===== src/rtl/cla_sub8_pipe.sv =====
// Two-stage pipelined 8-bit subtractor d = a - b - bin with 4-bit lookahead groups.
// Stage 1 resolves the low nibble and inter-nibble carry; stage 2 resolves the high nibble and flags.
module cla_sub8_pipe (
    input  logic       clk,
    input  logic       rst_n,
    input  logic       in_valid,
    output logic       in_ready,
    input  logic [7:0] a,
    input  logic [7:0] b,
    input  logic       bin,
    output logic       out_valid,
    input  logic       out_ready,
    output logic [7:0] d,
    output logic       bout,
    output logic       ovf,
    output logic       zero
);

    // Returns {carry_out, sum[3:0]} of x + y + cin, all carries from lookahead terms.
    function automatic logic [4:0] lookahead4(
        input logic [3:0] x,
        input logic [3:0] y,
        input logic       cin
    );
        logic [3:0] p;
        logic [3:0] g;
        logic [4:0] c;
        p    = x ^ y;
        g    = x & y;
        c[0] = cin;
        c[1] = g[0] | (p[0] & c[0]);
        c[2] = g[1] | (p[1] & g[0]) | (p[1] & p[0] & c[0]);
        c[3] = g[2] | (p[2] & g[1]) | (p[2] & p[1] & g[0])
             | (p[2] & p[1] & p[0] & c[0]);
        c[4] = g[3] | (p[3] & g[2]) | (p[3] & p[2] & g[1])
             | (p[3] & p[2] & p[1] & g[0])
             | (p[3] & p[2] & p[1] & p[0] & c[0]);
        return {c[4], p ^ c[3:0]};
    endfunction

    logic       s1_valid;
    logic [3:0] s1_d_lo;
    logic       s1_c4;
    logic [3:0] s1_a_hi;
    logic [3:0] s1_b_hi;
    logic       s1_a7;
    logic       s1_b7;

    logic       in_xfer;
    logic       adv2;
    logic [4:0] lo_sum;
    logic [4:0] hi_sum;
    logic [7:0] d_next;
    logic       c8;

    assign adv2     = s1_valid && (!out_valid || out_ready);
    assign in_ready = !s1_valid || adv2;
    assign in_xfer  = in_valid && in_ready;

    // Subtraction as a + ~b + !bin: the inverted borrow-in is the carry-in.
    always_comb begin
        lo_sum = lookahead4(a[3:0], ~b[3:0], ~bin);
        hi_sum = lookahead4(s1_a_hi, ~s1_b_hi, s1_c4);
        d_next = {hi_sum[3:0], s1_d_lo};
        c8     = hi_sum[4];
    end

    always_ff @(posedge clk or negedge rst_n) begin
        if (!rst_n) begin
            s1_valid <= 1'b0;
            s1_d_lo  <= '0;
            s1_c4    <= 1'b0;
            s1_a_hi  <= '0;
            s1_b_hi  <= '0;
            s1_a7    <= 1'b0;
            s1_b7    <= 1'b0;
        end else begin
            if (in_xfer) begin
                s1_valid <= 1'b1;
                s1_d_lo  <= lo_sum[3:0];
                s1_c4    <= lo_sum[4];
                s1_a_hi  <= a[7:4];
                s1_b_hi  <= b[7:4];
                s1_a7    <= a[7];
                s1_b7    <= b[7];
            end else if (adv2) begin
                s1_valid <= 1'b0;
            end
        end
    end

    always_ff @(posedge clk or negedge rst_n) begin
        if (!rst_n) begin
            out_valid <= 1'b0;
            d         <= '0;
            bout      <= 1'b0;
            ovf       <= 1'b0;
            zero      <= 1'b0;
        end else begin
            if (adv2) begin
                out_valid <= 1'b1;
                d         <= d_next;
                bout      <= ~c8;
                ovf       <= (s1_a7 != s1_b7) && (d_next[7] != s1_a7);
                zero      <= ~|d_next;
            end else if (out_ready) begin
                out_valid <= 1'b0;
            end
        end
    end

endmodule

===== config.mk =====
export PLATFORM = sky130hd
export DESIGN_NAME = cla_sub8_pipe
export DESIGN_NICKNAME = d
export VERILOG_FILES = /design/src/rtl/cla_sub8_pipe.sv
export SDC_FILE = /design/constraint.sdc
export NUM_CORES = 1
export LEC_CHECK = 0
export CAP_MARGIN = 10
export CELL_PAD_IN_SITES_DETAIL_PLACEMENT = 2
export CELL_PAD_IN_SITES_GLOBAL_PLACEMENT = 2
export CORE_ASPECT_RATIO = 0.8
export CORE_MARGIN = 8
export CORE_UTILIZATION = 28
export DETAILED_ROUTE_END_ITERATION = 6
export PLACE_DENSITY_LB_ADDON = 0.1
export SKIP_CTS_REPAIR_TIMING = 1
export SLEW_MARGIN = 15
export SYNTH_ARGS = -nofsm -noshare
export SYNTH_HDL_FRONTEND = slang
export SYNTH_SLANG_ARGS = --single-unit

===== constraint.sdc =====
create_clock -name clk -period 1.8 [get_ports clk]
set_clock_uncertainty 0.05 [all_clocks]
set_input_delay 0.45 -clock clk [delete_from_list [all_inputs] [get_ports clk]]
set_output_delay 0.45 -clock clk [all_outputs]
set_load 0.02 [all_outputs]

==> metrics.txt, run 1 <==
Setup CP Type=reg -> reg; WL met2=~1500 um; Via Count=945; All-Layer GR Usage=under 10%; CTS Buf Count=3; HP Class=reg -> reg; Avg Inst Size Synth=approximately 12 um2; ANT cells=0; vias in the first global route=1123; CTS Buffer Depth=2; max cap viols=0; Max-Slew Margin vs Limit=between 70% and 80%; Final Power=roughly 2.1 mW; most common cell after layout, fill and taps aside=dfrtp_1; die area=7070 um2; fin. max-slew vios=0; f_max=554 MHz; status=finished with violations; final setup vio count=1; IR drop worst, VDD=roughly 0.0004 V; Design Area, Final=between 1500 and 2000 um2; Crit path arrival time=approximately 1.9 ns; largest net degree at the start of global routing=27; first-pass GRT wire length=5370 um; failing checks=negative setup slack; drt wl/cell=approximately 15 um; worst skew pair latency=0.27 ns; fin crit share=100%; setup slack after layout=-0.00582 ns; DP Area=between 1500 and 2000 um2; CTS tree=done; Critical Path RT=~1.9 ns; Initial Util=28.7%; DRT Wirelength=3100 um; final hold slack=around 0.44 ns; Async S/R FF share, synth=between 90% and 100%; DRC=0; Iteration-0 DRC Markers=14; met3 WL=roughly 150 um; post-route minimum period=roughly 1.8 ns; most frequent cells in the layout=26 x dfrtp_1, 25 x clkdlybuf4s50_1, 15 x mux2_2; clk slew on worst S/H paths=approximately 0.09 ns; Die W=92.0 um; P&R area growth vs syn=47.8%; # IOs=34; clock sink count=26; met1 WL=1440 um; Synth area leaders=dfrtp_1 50%, mux2_2 13%, ha_1 7.7%; share of the synthesized area in the top cell type=50.3%; Post-DP HPWL=roughly 2500 um; critical path launch point type=flop; top_reg_cell synth=dfrtp_1; NumNets Final=about 180; htree depth=1; power density over cell area=roughly 1100 nW/um2; sequential area share after synthesis=50.3%; Core Region=approximately 4500 um2; Synthesis Warnings=0; Port Buffer Count=33; RSZ-0062 raised after global routing=yes; Seq cells post-synth=26; top sig layer=met4; Tightest Pin Transition=between 0.3 and 0.4 ns; first-pass detailed-route iteration total=2; Die Height=76.8 um; Hold Violations, Final=0; CTS root buf=clkbuf_8; cell row count=22; Yosys top cell by area=dfrtp_1; vias per cell=about 4.5; Post-synth EDFFs=0; crit end category=flop; Post-Synthesis Cells=105; Mapped Nets=about 140; total grt overflow=0; crit path max fanout=3; initial antenna violation count=0; post-synth cell types=25; GPL Wtd Cong=0.697; Netlist Area Pre-Place=~1300 um2; final core utilization=42.4%; share of cells above drive strength 1=between 20 and 30%; Routed Antenna Nets=0; leak pwr=between 0.8 and 0.9 nW
==> through the flow <==
stage          cells  setup WS, ns  TNS [ns]
2_1_floorplan    105        0.0237         0
3_3_place_gp     208        -0.392     -3.08
3_5_place_dp     208        -0.494     -3.57
4_1_cts          212        -0.370    -0.899
5_1_grt          212       -0.0761    -0.230
6_report         212      -0.00582  -0.00582
==> per-layer routing <==
layer / vias to the layer above / GRT usage [%]
li1: 455 / -
met1: 461 / 11.5
met2: 24 / 15.1
met3: 5 / 3.02
met4: 0 / 2.89
met5: - / 0
==> layout make-up <==
cell class	count	area, um2
Clock inverter	1	30.0
Sequential cell	26	651
Fill cell	462	2600
Timing Repair Buffer	45	445
Tap cell	60	75.1
Clock buffer	3	41.3
Inverter	9	33.8
Multi-Input combinational cell	68	636
==> cells in the mapped netlist (2+ instances only) <==
cell type / instances
nand2b_1: 4
inv_1: 9
dfrtp_1: 26
mux2_2: 15
o21ai_0: 2
o31a_1: 2
o21a_1: 4
nor2b_1: 2
fa_1: 2
xor2_1: 3
nor3_1: 2
o31ai_1: 4
nand2_1: 9
a21oi_1: 2
or4_1: 2
ha_1: 8
==> critical path: stages, from the launching register on <==
cell and delay (ns):
dfrtp_1 0.44, ha_1 0.31, a211o_1 0.30, a21oi_2 0.18
xnor2_1 0.13, mux2_2 0.28
==> state kept, by name, summed over array words and instances (netlist names) <==
| name | cells |
|---|---|
| out_valid | 1 |
| s1_c4 | 1 |
| s1_valid | 1 |
| s1_d_lo | 4 |
| s1_a_hi | 4 |
| bout | 1 |
| d | 8 |
| ovf | 1 |
| s1_b_hi | 4 |
| zero | 1 |
==> where the power goes <==
| part | leakage (nW) | internal, mW | total, mW | switching [mW] |
|---|---|---|---|---|
| clock network | 0.0357 | 0.298 | 0.488 | 0.191 |
| logic | 0.540 | 0.442 | 0.826 | 0.384 |
| registers | 0.309 | 0.725 | 0.810 | 0.0849 |
| total | 0.884 | 1.47 | 2.12 | 0.659 |
==> path summary, 6_finish.rpt <==
path	cells after the start	to	start	slack, ns
setup / recovery	5	d[7]$_DFFE_PN0P_	s1_a_hi[0]$_DFFE_PN0P_	-0.006
hold / removal	2	bout$_DFFE_PN0P_	bout$_DFFE_PN0P_	0.44
setup reg to reg	5	d[7]$_DFFE_PN0P_	s1_a_hi[0]$_DFFE_PN0P_	-0.006
hold reg to reg	2	bout$_DFFE_PN0P_	bout$_DFFE_PN0P_	0.44
max in group asynchronous	2	s1_d_lo[3]$_DFFE_PN0P_	rst_n	0.95
min in group asynchronous	2	s1_b_hi[2]$_DFFE_PN0P_	rst_n	0.49
==> cell families (layout without fill, tap and decap cells) <==
group,Yosys count,count (layout),share of synthesized area (%)
and+or+nand+nor,21,21,8.51
AOI/OAI and AO/OA,17,17,9.87
buffers and inverters,11,58,3.87
DFF,26,26,50.3
adders and majority gates,10,10,10.8
muxes,16,16,13.9
xor gates and xnor gates,4,4,2.71
(Power assumes the default switching activity.)
==> run 2, diff against run 1 <==
GPL_TIMING_DRIVEN = 1   (was default)
==> results of run 2 <==
Final layout, timing and power as in run 1 (identical DEF).
==> run 3, diff against run 2 <==
CTS_CLUSTER_DIAMETER = 40   (was default)
==> results of run 3 <==
Final layout, timing and power as in run 1 (identical DEF).
